==> src/rtl/pcm_to_i2s_pkg.sv <==
// rtl/pcm_to_i2s_pkg.sv - shared parameters and slot helpers for the PCM to I2S transmitter
//
// Purpose : sample width shared with the capture path, default slot length and
//           bit-clock divider, and a helper that classifies a bit position
//           within an I2S frame.
// Ports   : none (package).
package pcm_to_i2s_pkg;

  localparam int PCM_NUMBER_OF_BITS = 8;
  localparam int PCM_SLOT_BITS      = 16;
  localparam int PCM_CLK_DIV        = 2;

  typedef enum logic [1:0] {
    REGION_LEFT,
    REGION_RIGHT,
    REGION_PAD
  } slot_region_e;

  // Which part of the frame a bit position belongs to: left data, right data
  // or zero padding at the tail of either slot.
  function automatic slot_region_e cnt_region(input int cnt, input int nbits, input int slot_bits);
    if (cnt < nbits) begin
      return REGION_LEFT;
    end else if ((cnt >= slot_bits) && (cnt < slot_bits + nbits)) begin
      return REGION_RIGHT;
    end else begin
      return REGION_PAD;
    end
  endfunction

endpackage

==> src/rtl/i2s_sck_gen.sv <==
// rtl/i2s_sck_gen.sv - I2S bit clock divider with falling-edge event strobe
//
// Purpose : divides clk by 2*CLK_DIV to form sck and flags, one clk cycle ahead,
//           the edge on which sck goes 1->0 so the caller can update ws/sd on
//           that same edge.
// Ports   : i_clk    system clock, rising edge
//           i_rst_n  asynchronous active-low reset
//           o_sck    registered bit clock, resets to 0
//           o_fall   high in the cycle whose closing clk edge drives sck 1->0
module i2s_sck_gen #(
  parameter int CLK_DIV = 2
) (
  input  logic i_clk,
  input  logic i_rst_n,
  output logic o_sck,
  output logic o_fall
);

  localparam int DIV_W = (CLK_DIV > 1) ? $clog2(CLK_DIV) : 1;
  localparam logic [DIV_W-1:0] DIV_LAST = DIV_W'(CLK_DIV - 1);

  logic [DIV_W-1:0] r_div;
  logic             r_sck;
  logic             w_wrap;

  assign w_wrap = (r_div == DIV_LAST);

  always_ff @(posedge i_clk or negedge i_rst_n) begin
    if (!i_rst_n) begin
      r_div <= '0;
      r_sck <= 1'b0;
    end else if (w_wrap) begin
      r_div <= '0;
      r_sck <= ~r_sck;
    end else begin
      r_div <= r_div + DIV_W'(1);
    end
  end

  assign o_sck  = r_sck;
  // The divider wrapping while sck is high means the next edge lowers sck.
  assign o_fall = w_wrap & r_sck;

endmodule

==> src/rtl/pcm_to_i2s.sv <==
// rtl/pcm_to_i2s.sv - parallel left/right PCM to Philips I2S serialiser
//
// Purpose : accepts a stereo sample pair through a one-deep valid/ready holding
//           register and transmits it MSB first as a Philips I2S frame, with
//           self-generated sck and ws. Frames without a waiting sample carry
//           silence.
// Macro   : PCM_TO_I2S_UNDERRUN_EN - when defined, enables the sticky underrun
//           flag; otherwise underrun is 0 and underrun_clr is ignored.
// Ports   : clk           system clock, rising edge
//           rst_n         asynchronous active-low reset
//           pcm_left      left sample, two's complement
//           pcm_right     right sample
//           pcm_valid     producer offers {pcm_left, pcm_right}
//           pcm_ready     holding register empty
//           sck           I2S bit clock
//           ws            word select, 0 = left, 1 = right
//           sd            serial data, MSB first
//           underrun_clr  clears the sticky underrun flag
//           underrun      sticky underrun flag
module pcm_to_i2s
  import pcm_to_i2s_pkg::*;
#(
  parameter int NUMBER_OF_BITS = PCM_NUMBER_OF_BITS,
  parameter int SLOT_BITS      = PCM_SLOT_BITS,
  parameter int CLK_DIV        = PCM_CLK_DIV
) (
  input  logic                      clk,
  input  logic                      rst_n,
  input  logic [NUMBER_OF_BITS-1:0] pcm_left,
  input  logic [NUMBER_OF_BITS-1:0] pcm_right,
  input  logic                      pcm_valid,
  output logic                      pcm_ready,
  output logic                      sck,
  output logic                      ws,
  output logic                      sd,
  input  logic                      underrun_clr,
  output logic                      underrun
);

  localparam int NB         = NUMBER_OF_BITS;
  localparam int FRAME_BITS = 2 * SLOT_BITS;
  localparam int CNT_W      = $clog2(FRAME_BITS);

  localparam logic [CNT_W-1:0] CNT_LAST = CNT_W'(FRAME_BITS - 1);
  localparam logic [CNT_W-1:0] WS_FIRST = CNT_W'(SLOT_BITS - 1);
  localparam logic [CNT_W-1:0] WS_LAST  = CNT_W'(FRAME_BITS - 2);

  logic             w_fall;
  logic             w_sck;
  logic [CNT_W-1:0] r_cnt;
  logic [CNT_W-1:0] w_cnt_next;
  logic             w_frame_start;
  logic             w_accept;
  slot_region_e     w_region;

  logic             r_full;
  logic [NB-1:0]    r_hold_l;
  logic [NB-1:0]    r_hold_r;
  logic [NB-1:0]    w_load_l;
  logic [NB-1:0]    w_load_r;

  logic [NB-1:0]    r_sh_l;
  logic [NB-1:0]    r_sh_r;
  logic             r_ws;
  logic             r_sd;

  i2s_sck_gen #(
    .CLK_DIV (CLK_DIV)
  ) u_sck_gen (
    .i_clk   (clk),
    .i_rst_n (rst_n),
    .o_sck   (w_sck),
    .o_fall  (w_fall)
  );

  always_comb begin
    w_cnt_next = r_cnt + CNT_W'(1);
    if (r_cnt == CNT_LAST) begin
      w_cnt_next = '0;
    end
  end

  assign w_frame_start = w_fall && (w_cnt_next == '0);
  assign w_accept      = pcm_valid && !r_full;
  assign w_region      = cnt_region(int'(w_cnt_next), NB, SLOT_BITS);

  // An empty holding register at frame start turns into a silent frame.
  // A transfer landing on the frame-start edge is not visible here, since it
  // can only happen while r_full is still low.
  assign w_load_l = r_full ? r_hold_l : '0;
  assign w_load_r = r_full ? r_hold_r : '0;

  // Holding register. Accept and frame-start load are mutually exclusive in
  // effect: accept needs it empty, the load only empties a full one.
  always_ff @(posedge clk or negedge rst_n) begin
    if (!rst_n) begin
      r_full   <= 1'b0;
      r_hold_l <= '0;
      r_hold_r <= '0;
    end else if (w_accept) begin
      r_full   <= 1'b1;
      r_hold_l <= pcm_left;
      r_hold_r <= pcm_right;
    end else if (w_frame_start) begin
      r_full <= 1'b0;
    end
  end

  // Bit counter, shift registers and serial outputs all move on the sck fall
  // event, so ws/sd change together with sck going low.
  always_ff @(posedge clk or negedge rst_n) begin
    if (!rst_n) begin
      r_cnt  <= CNT_LAST;
      r_sh_l <= '0;
      r_sh_r <= '0;
      r_ws   <= 1'b0;
      r_sd   <= 1'b0;
    end else if (w_fall) begin
      r_cnt <= w_cnt_next;
      r_ws  <= (w_cnt_next >= WS_FIRST) && (w_cnt_next <= WS_LAST);
      if (w_frame_start) begin
        // The left MSB goes straight out; the remainder waits pre-shifted.
        r_sd   <= w_load_l[NB-1];
        r_sh_l <= w_load_l << 1;
        r_sh_r <= w_load_r;
      end else begin
        case (w_region)
          REGION_LEFT: begin
            r_sd   <= r_sh_l[NB-1];
            r_sh_l <= r_sh_l << 1;
          end
          REGION_RIGHT: begin
            r_sd   <= r_sh_r[NB-1];
            r_sh_r <= r_sh_r << 1;
          end
          default: begin
            r_sd <= 1'b0;
          end
        endcase
      end
    end
  end

`ifdef PCM_TO_I2S_UNDERRUN_EN
  logic r_underrun;

  // Set takes priority over a coincident clear.
  always_ff @(posedge clk or negedge rst_n) begin
    if (!rst_n) begin
      r_underrun <= 1'b0;
    end else if (w_frame_start && !r_full) begin
      r_underrun <= 1'b1;
    end else if (underrun_clr) begin
      r_underrun <= 1'b0;
    end
  end

  assign underrun = r_underrun;
`else
  logic w_unused_clr;

  assign w_unused_clr = underrun_clr;
  assign underrun     = 1'b0;
`endif

  assign pcm_ready = ~r_full;
  assign sck       = w_sck;
  assign ws        = r_ws;
  assign sd        = r_sd;

endmodule

==> config.mk <==
export PLATFORM = sky130hd
export DESIGN_NAME = pcm_to_i2s
export DESIGN_NICKNAME = d
export VERILOG_FILES = /design/src/rtl/pcm_to_i2s_pkg.sv /design/src/rtl/i2s_sck_gen.sv /design/src/rtl/pcm_to_i2s.sv
export SDC_FILE = /design/constraint.sdc
export NUM_CORES = 1
export LEC_CHECK = 0
export ABC_AREA = 1
export BUFFER_PORTS_ARGS = -buffer_cell sky130_fd_sc_hd__buf_4
export CAP_MARGIN = 25
export CORE_MARGIN = 2
export CORE_UTILIZATION = 54
export CTS_BUF_LIST = sky130_fd_sc_hd__clkbuf_8
export CTS_CLUSTER_DIAMETER = 80
export DETAILED_ROUTE_END_ITERATION = 16
export PLACE_DENSITY = 0.82
export SLEW_MARGIN = 25
export SYNTH_ARGS = -nofsm -noshare
export SYNTH_HDL_FRONTEND = slang
export SYNTH_HIERARCHICAL = 1
export SYNTH_SLANG_ARGS = --single-unit
==> constraint.sdc <==
create_clock -name clk -period 1.7 [get_ports clk]
set_input_delay 0.085 -clock clk [delete_from_list [all_inputs] [get_ports clk]]
set_output_delay 0.085 -clock clk [all_outputs]
set_load 0.03 [all_outputs]
==> metrics.md, run 1 <==
| Metric | Value |
|---|---|
| Outcome | `finished, violations left` |
| Failing checks | `setup timing` |
| Worst setup path end | `r_sh_l[2]$_DFFE_PN0P_` |
| Maximum vdd drop | `0.000689 V` |
| Kind of critical path | `reg -> reg` |
| RSZ-0062 raised after global routing | `true` |
| Fin crit share | `1.09` |
| Max Clk Rate | `0.538 GHz` |
| Post-Syn Area | `2020 um2` |
| Register area | `1030 um2` |
| Crit path max fanout | `7` |
| Iteration-0 DRC Markers | `82` |
| CP Capture Type | `flop` |
| Area of the multi-input gates | `921 um2` |
| Post-layout min period | `1.86 ns` |
| Most frequent CP cell | `nand2_4` |
| FF-to-FF setup slack | `-0.16 ns` |
| Fin util | `0.737` |
| Wire per inst | `14.3 um` |
| Filler cell count | `266` |
| Placer Congestion | `0.842` |
| Post-synthesis cell count | `228` |
| Worst-Skew Late Latency | `0.30 ns` |
| Area Overhead vs Synth | `32.4%` |
| CP Data Required Time | `1.89 ns` |
| Max clock buf depth | `2` |
| Synth area leaders | `dfrtp_1, nand2_1, mux2_2` |
| Hold Vio Cnt, Final | `0` |
| Final Skew | `0.00564 ns` |
| Reg2reg start | `r_cnt[0]$_DFFE_PN1P_` |
| Hold crit path type | `in -> reg` |
| Vias in the first global route | `1734` |
| Crit Reg-Reg Endpoint | `r_sh_l[2]$_DFFE_PN0P_` |
| Setup_tns | `-2.39 ns` |
| Setup violators final | `18` |
| Total clock sinks | `41` |
| Share of cells above drive strength 1 | `0.400` |
| Die Y | `65.2 um` |
| Sequential Power Share | `0.529` |
| Initial Util | `0.556` |
| Switching power | `0.363 mW` |
| ANT nets after route | `0` |
| Root Driver | `clkbuf_8` |
| First-pass GRT wire length | `7730 um` |
| Top cell type by total area after synthesis | `dfrtp_1` |
| Switching share of power | `0.197` |
| Power share of the combinational group | `0.029` |
| Final hold slack | `0.0150 ns` |
| Yosys top cell area share | `0.446` |
| GRT Residual Overflow | `0` |
| CP startpoint kind | `flop` |
| Reg2reg path depth | `14` |
| Routed via count | `1716` |
| Vias per inst | `5.31` |
| Tot Pwr | `1.84 mW` |
| Pre-CTS setup slack | `-0.224 ns` |
| Synth Register Bits | `41` |
| Pin count of the biggest net entering global routing | `42` |
| Total track usage | `0.243` |
| First drt pass iteration count | `4` |
| Setup WS post-layout | `-0.160 ns` |
| TritonCTS clock tree | `done` |
| Diodes inserted | `0` |
| Core ar. | `3630 um2` |
| Hold Path Depth | `2` |
| CP Cell Sequence | `ha_4 -> nand2_4 -> nor2_4 -> ha_4 -> inv_4 -> nand2_4 -> nand2_4 -> inv_8 -> buf_12 -> nand2_2 -> o21ai_1 -> nand2_1 -> o21ai_1 -> inv_1` |
| Seq/Total Area, Yosys | `0.511` |
| Port bufs | `22` |
| Row cnt | `22` |
| CP arrival | `2.05 ns` |
| CTS H-Tree Depth | `2` |
| CP max stage cell | `dfstp_2` |
| Num CTS Buffers | `5` |
| Static leakage | `1.39 nW` |
| Fin nets | `297` |
| Hpwl dp | `2730 um` |
| Max-cap viol count | `0` |
| Synthesized Nets | `251` |
| Syn_area_per_cell | `8.86 um2` |
| Cell variety after synth | `23` |
| Setup crit start | `r_cnt[0]$_DFFE_PN1P_` |
| Die footprint | `4250 um2` |
| IO Pins | `25` |
| Cell Pwr Density | `688 nW/um2` |
| Clock network power share | `0.442` |
| Pins over their slew limit | `0` |
| DIE WIDTH | `65.2 um` |
| # DRC | `0` |
| Drt total wl | `4610 um` |
| Int Power | `1.48 mW` |
| Worst path max stage delay | `0.57 ns` |
| Synth warn | `6` |
| Initial antenna violation count | `0` |
| Worst-path clk slew | `0.07 ns` |
[logic make-up after synthesis]
| group | synth area share |
|---|---|
| simple gates | 0.235 |
| flops | 0.511 |
| buf+inv | 0.0892 |
| compound gates | 0.0557 |
| mux | 0.0892 |
| fa+ha+maj | 0.0186 |
| other cells | 0.00186 |
[registers in the layout (all words and copies together), names as in the netlist]
name and cells:
r_full 1, sd 1, r_cnt 5, r_sh_r 8
u_sck_gen/o_sck 1, ws 1, r_hold_r 8, r_hold_l 8
u_sck_gen/r_div 1, r_sh_l 7
[routing by layer]
layer,global-route usage,share of wire,vias to the layer above
li1,-,-,815
met1,0.280,0.39,818
met2,0.411,0.53,58
met3,0.0548,0.038,25
met4,0.148,0.049,0
met5,0,0,-
[Yosys cell counts]
cell type,n
nand2_1,79
o22ai_2,1
nand3_1,10
nand3_4,1
buf_6,2
nand2_2,1
nor2_4,2
conb_1,1
o21ai_1,5
dfstp_2,5
mux2_2,16
nand3_2,1
o21ai_0,13
nand4_1,9
dfrtp_1,36
a21oi_1,2
clkbuf_1,1
buf_4,4
ha_1,3
nor2_1,4
inv_2,4
buf_2,3
inv_1,25
[timing repair]
item / in CTS / in global routing
endpoints found under the hold margin: 36 / 0
setup endpoints to repair: 18 / 18
cloned: 4 / 0
hold buffers: 1 / 0
buffers inserted: 5 / 3
pin swaps: 16 / 19
gates resized for setup: 18 / 20
[how the worst min path moves through the flow]
stage	start	to
after detailed placement	rst_n	r_hold_l[3]$_DFFE_PN0P_
final	pcm_left[2]	r_hold_l[2]$_DFFE_PN0P_
after global placement	rst_n	r_hold_l[3]$_DFFE_PN0P_
after CTS	pcm_left[2]	r_hold_l[2]$_DFFE_PN0P_
after floorplan	rst_n	r_full$_DFFE_PN0P_
after global routing	pcm_right[6]	r_hold_r[6]$_DFFE_PN0P_
[power by group through the flow]
stage,clock network [mW],logic (mW),registers [mW]
5_1_grt,0.872,0.0598,0.975
3_3_place_gp,0,0.0520,0.994
4_1_cts,0.836,0.0550,0.975
6_report,0.814,0.0537,0.975
3_5_place_dp,0,0.0530,0.994
2_1_floorplan,0,0.00506,0.994
[placed cells by master (no fill, tap or decap), types with 2 or more instances in the layout]
master      netlist  routed
nand4_1           9       9
clkinvlp_4        0       2
inv_2             4       4
nand3_1          10       7
nand3_2           1       5
dfrtp_1          36      36
nand2_4           0       3
nand2_1          79      67
o21ai_1           5      10
buf_4             4      41
o21ai_0          13       7
dfstp_2           5       5
ha_4              0       2
buf_12            0       3
mux2_2           16      16
nand2_2           1      10
clkbuf_8          0       6
nor2_4            2       3
nor2_1            4       2
inv_1            25      23
[worst max-delay path: cells and delay by family (launching register included)]
family,cells,cell delay (ns)
AO/OA/AOI/OAI,2,0.15
flip-flops,1,0.57
adder cells (fa/ha/maj),2,0.30
AND/OR/NAND/NOR,6,0.42
buffers and inverters,4,0.29
[stage by stage]
stage / cells / cell area (um2)
floorplan: 228 / 2040
global placement: 303 / 2330
detailed placement: 303 / 2330
CTS: 321 / 2620
global route: 323 / 2680
finish: 323 / 2680
[area by class of cell]
cell class                      instances  area share
Multi-Input combinational cell        149       0.344
Tap cell                               48      0.0224
Timing Repair Buffer                   47       0.156
Clock inverter                          2      0.0140
Timing Repair inverter                  1     0.00281
Clock buffer                            6      0.0309
Inverter                               29      0.0444
Sequential cell                        41       0.386
Note: power is estimated with default switching activity, not from simulation.
==> run 2: changes to the inputs <==
RECOVER_POWER = 100   (was not set)
==> run 2 against run 1 <==
Critical path depth stayed put. Clock power about the same. First-iteration DRC count is 2.4% higher. Wire length up 0.15%. Cell area decreased by 0.75%. The run still ends with setup timing left. Clock-buffer cell count did not move. Non-clock buffer count stayed put. Clock skew about the same. Via count shrank 0.35%. Sequential cell count is the same. Critical endpoint unchanged. Setup slack lost 0.0039 ns.
==> metrics.md, run 2 (synthesis results as in run 1) <==
| Metric | Value |
|---|---|
| Outcome | `finished, violations left` |
| Failing checks | `setup timing` |
| Finished Layout Cells | `323` |
| Hold Vio Cnt, Final | `0` |
| Pin count of the biggest net entering global routing | `42` |
| TritonCTS clock tree | `done` |
| Final hold slack | `0.0167 ns` |
| GRT Residual Overflow | `0` |
| Share of cells above drive strength 1 | `0.378` |
| Num CTS Buffers | `5` |
| Hold crit path type | `in -> reg` |
| Fin crit share | `1.10` |
| Maximum vdd drop | `0.000687 V` |
| Setup WS post-layout | `-0.163 ns` |
| First-pass GRT wire length | `7730 um` |
| Filler cell count | `272` |
| Root Driver | `clkbuf_8` |
| Iteration-0 DRC Markers | `84` |
| Fin nets | `297` |
| CP Data Required Time | `1.89 ns` |
| Max Clk Rate | `0.537 GHz` |
| Row cnt | `22` |
| Worst-path clk slew | `0.08 ns` |
| DIE WIDTH | `65.2 um` |
| Placer Congestion | `0.842` |
| Core ar. | `3630 um2` |
| Area of the multi-input gates | `918 um2` |
| Kind of critical path | `reg -> reg` |
| IO Pins | `25` |
| Crit path max fanout | `7` |
| Diodes inserted | `0` |
| Routed via count | `1710` |
| Wire per inst | `14.3 um` |
| Commonest non-fill, non-tap cell in the layout | `nand2_1` |
| Register area | `1030 um2` |
| Die footprint | `4250 um2` |
| Pins over their slew limit | `0` |
| Vias in the first global route | `1734` |
| Initial Util | `0.556` |
| RSZ-0062 raised after global routing | `true` |
| CP arrival | `2.05 ns` |
| Worst-Skew Late Latency | `0.30 ns` |
| Area Overhead vs Synth | `31.5%` |
| Top Registers | `r_hold_l x8, r_hold_r x8, r_sh_r x8` |
| CP startpoint kind | `flop` |
| Fin util | `0.731` |
| Post-layout min period | `1.86 ns` |
| # placed instances | `303` |
| CP Capture Type | `flop` |
| Final Skew | `0.00569 ns` |
| Relative slew margins | `0.352` |
| Initial antenna violation count | `0` |
| Die Y | `65.2 um` |
| Total track usage | `0.243` |
| Static leakage | `1.37 nW` |
| ANT nets after route | `0` |
| Setup violators final | `18` |
| Max clock buf depth | `2` |
| Hpwl dp | `2730 um` |
| Port bufs | `22` |
| # DRC | `0` |
| Most frequent cells in the layout | `nand2_1, buf_4, dfrtp_1` |
| Cell Pwr Density | `693 nW/um2` |
| Drt total wl | `4620 um` |
| Vias per inst | `5.29` |
| First drt pass iteration count | `5` |
| CTS H-Tree Depth | `2` |
| Max-cap viol count | `0` |
| Total clock sinks | `41` |
| Worst-Margin Slew | `0.972 ns` |
run 2: final timing paths:
check	slack, ns	startpoint	endpoint	cells past startpoint
setup / recovery	-0.16	r_cnt[0]$_DFFE_PN1P_	r_sh_l[2]$_DFFE_PN0P_	14
hold / removal	0.02	pcm_left[2]	r_hold_l[2]$_DFFE_PN0P_	2
setup reg to reg	-0.16	r_cnt[0]$_DFFE_PN1P_	r_sh_l[2]$_DFFE_PN0P_	14
hold reg to reg	0.48	r_sh_r[4]$_DFFE_PN0P_	r_sh_r[4]$_DFFE_PN0P_	2
max in group asynchronous	0.62	rst_n	r_sh_r[3]$_DFFE_PN0P_	2
min in group asynchronous	0.48	rst_n	r_hold_l[3]$_DFFE_PN0P_	2
run 2: routing by layer:
metal,GRT usage,part of all wire,up-vias
li1,-,-,813
met1,0.280,0.39,818
met2,0.411,0.53,60
met3,0.0548,0.044,19
met4,0.148,0.041,0
met5,0,0,-
run 2: timing repair:
item | in CTS | in global routing
hold endpoints to repair | 36 | 0
setup buffers | 5 | 3
hold buffers | 1 | 0
endpoints found under the setup margin | 18 | 18
pin swaps | 16 | 19
gates resized for setup | 18 | 20
cloned | 4 | 0
run 2: area by class of cell:
type	instances	share of cell area
flip-flops and latches	41	0.389
multi-input cells	149	0.346
repair buffers	47	0.150
inverters	29	0.0447
clock buffers	6	0.0311
well taps	48	0.0226
clock inverters	2	0.0141
repair inverters	1	0.00283
run 2: power breakdown:
group          total (mW)  internal [mW]  switching, mW
logic              0.0526         0.0267         0.0259
registers           0.975          0.975              0
clock network       0.812          0.477          0.335
run 2: worst max-delay path, stage by stage (launching register included):
cell and delay [ns]:
dfstp_2 0.57, ha_4 0.15, nand2_4 0.06, nor2_4 0.10
ha_4 0.15, inv_4 0.04, nand2_4 0.07, nand2_4 0.08
inv_8 0.08, buf_12 0.12, nand2_2 0.04, o21ai_1 0.07
nand2_1 0.07, o21ai_1 0.08, inv_1 0.05
run 2: per-stage QoR:
| stage | setup slack, ns | setup TNS (ns) | area (um2) | power [mW] |
|---|---|---|---|---|
| after floorplan | -0.0765 | -1.03 | 2040 | 0.999 |
| after global placement | -0.109 | -1.49 | 2330 | 1.05 |
| after detailed placement | -0.224 | -3.32 | 2330 | 1.05 |
| after CTS | -0.161 | -2.29 | 2620 | 1.87 |
| after global routing | -0.269 | -4.41 | 2660 | 1.91 |
| final | -0.163 | -2.36 | 2660 | 1.84 |
==> run 3: changes to the inputs <==
CORE_MARGIN = not set   (was 2)
PLACE_DENSITY = 0.78   (was 0.82)
==> run 3 against run 2 <==
The run still ends with setup timing left. Power decreased by 10%. Clock skew is essentially flat. Global-route usage up 0.49 points.
==> metrics.md, run 3 (synthesis results as in run 1) <==
| Metric | Value |
|---|---|
| Initial antenna violation count | `0` |
| CP arrival | `2.00 ns` |
| Most frequent cells in the layout | `nand2_1, dfrtp_1, buf_4` |
| Worst-Margin Slew | `0.978 ns` |
| CP Data Required Time | `1.90 ns` |
| Pre-CTS setup slack | `-0.177 ns` |
| Total clock sinks | `41` |
| Post-layout min period | `1.80 ns` |
| Share of cells above drive strength 1 | `0.413` |
| ANT nets after route | `0` |
| DIE WIDTH | `63.2 um` |
| Max-cap viol count | `0` |
| Hpwl dp | `2690 um` |
| Most frequent CP cell | `nand2_4` |
| Family with the most delay on the worst path | `flip-flops` |
| Met1 usage | `0.288` |
| RSZ-0062 raised after global routing | `true` |
| Failing checks | `setup timing` |
| Finished Layout Cells | `322` |
| First-pass GRT wire length | `7360 um` |
| Row cnt | `21` |
| CP Capture Type | `flop` |
| Vias in the first global route | `1650` |
| Vias per inst | `5.19` |
| Die Y | `63.2 um` |
| Worst-Skew Late Latency | `0.30 ns` |
| Die footprint | `3990 um2` |
| Switching power | `0.369 mW` |
| Sequential Power Share | `0.590` |
| Met3 usage | `0.0489` |
| Num CTS Buffers | `5` |
| Total track usage | `0.248` |
| First drt pass iteration count | `4` |
| Initial Util | `0.583` |
| # DRC | `0` |
| Setup violators final | `18` |
| Hold Vio Cnt, Final | `0` |
| IO Pins | `25` |
| CP Cell Sequence | `ha_4 -> nand2_4 -> nor2_4 -> ha_4 -> inv_6 -> nand2_4 -> nand2_4 -> inv_6 -> buf_16 -> nand2_2 -> o21ai_1 -> nand2_1 -> o21ai_1 -> inv_1` |
| Cell Pwr Density | `611 nW/um2` |
| Iteration-0 DRC Markers | `57` |
| Relative slew margins | `0.348` |
| Tot Pwr | `1.65 mW` |
| Static leakage | `1.39 nW` |
| Drt total wl | `4320 um` |
| Clock network power share | `0.379` |
| Fin nets | `298` |
| Kind of critical path | `reg -> reg` |
| Placer Congestion | `0.800` |
| CTS H-Tree Depth | `2` |
| Core ar. | `3470 um2` |
| Root Driver | `clkbuf_8` |
| Top Registers | `r_hold_l x8, r_hold_r x8, r_sh_r x8` |
| GRT Residual Overflow | `0` |
| Switching share of power | `0.223` |
| Routed via count | `1672` |
| Worst-path clk slew | `0.08 ns` |
| # placed instances | `304` |
| Diodes inserted | `0` |
| Commonest non-fill, non-tap cell in the layout | `nand2_1` |
| Setup WS post-layout | `-0.101 ns` |
| Filler cell count | `234` |
| Wire per inst | `13.4 um` |
| Global-route met2 utilization | `0.425` |
| Int Power | `1.29 mW` |
| Maximum vdd drop | `0.000660 V` |
| Buffers & Inverters on Critical Path | `4` |
| TritonCTS clock tree | `done` |
| CP startpoint kind | `flop` |
| Pin count of the biggest net entering global routing | `42` |
| Port bufs | `22` |
| Fin crit share | `1.06` |
| Hold crit path type | `in -> reg` |
| Power share of the combinational group | `0.032` |
| Worst path max stage delay | `0.56 ns` |
| CP max stage cell | `dfstp_2` |
| Final Skew | `0.00581 ns` |
| Pins over their slew limit | `0` |
| Crit path max fanout | `6` |
| Area Overhead vs Synth | `33.9%` |
| Max clock buf depth | `2` |
| Busiest layer in global routing | `met2` |
| Outcome | `finished, violations left` |
| Max Clk Rate | `0.555 GHz` |
[run 3: cell count changes in the layout (fill, tap and decap cells not counted), sizes merged]
cell,change
buf,+1
clkbuf,-1
clkinv,+1
inv,+1
bufinv,-1
[run 3: layer usage]
layer / vias up / share of wire
met3: 13 / 0.039
met2: 42 / 0.52
met4: 0 / 0.027
met5: - / 0
li1: 819 / -
met1: 798 / 0.41
[run 3: final timing paths]
| kind | start | endpoint | slack [ns] | cells past startpoint |
|---|---|---|---|---|
| min reg2reg | u_sck_gen/r_div$_DFF_PN0_ | u_sck_gen/r_div$_DFF_PN0_ | 0.47 | 1 |
| max reg2reg | r_cnt[0]$_DFFE_PN1P_ | r_sh_l[5]$_DFFE_PN0P_ | -0.10 | 14 |
| min in group asynchronous | rst_n | u_sck_gen/o_sck$_DFFE_PN0P_ | 0.46 | 2 |
| min | pcm_left[7] | r_hold_l[7]$_DFFE_PN0P_ | 0.01 | 2 |
| max in group asynchronous | rst_n | r_sh_l[2]$_DFFE_PN0P_ | 0.61 | 2 |
| max | r_cnt[0]$_DFFE_PN1P_ | r_sh_l[5]$_DFFE_PN0P_ | -0.10 | 14 |
[run 3: what timing repair did]
action | CTS | global route
resized for setup | 38 | 23
hold buffers | 1 | 0
hold endpoints to repair | 36 | 0
endpoints found under the setup margin | 18 | 18
setup buffers | 3 | 3
pin swaps | 15 | 9
cloned | 4 | 0
[run 3: power by group through the flow]
stage,Sequential (mW),Combinational (mW),Clock (mW)
6_report,0.975,0.0527,0.626
5_1_grt,0.975,0.0598,0.680
4_1_cts,0.975,0.0558,0.637
3_5_place_dp,0.994,0.0537,0
3_3_place_gp,0.994,0.0524,0
2_1_floorplan,0.994,0.00506,0
[run 3: per-stage QoR]
step                 util  hold slack [ns]  setup TNS (ns)  instance area, um2
floorplan               -           -0.211           -1.03                2040
global placement    0.677           0.0918           -1.53                2350
detailed placement  0.677           0.0894           -2.53                2350
CTS                 0.764          0.00913           -1.02                2650
global route        0.780          0.00121           -2.79                2710
finish              0.780           0.0132           -1.17                2710
[run 3: cell type report]
cell class                      count  area (um2)  share of cell area
Clock buffer                        5        68.8              0.0254
Clock inverter                      3        17.5             0.00648
Inverter                           29         121              0.0449
Multi-Input combinational cell    149         991               0.366
Sequential cell                    41        1030               0.382
Tap cell                           46        57.6              0.0213
Timing Repair Buffer               48         409               0.151
Timing Repair inverter              1        7.51             0.00278
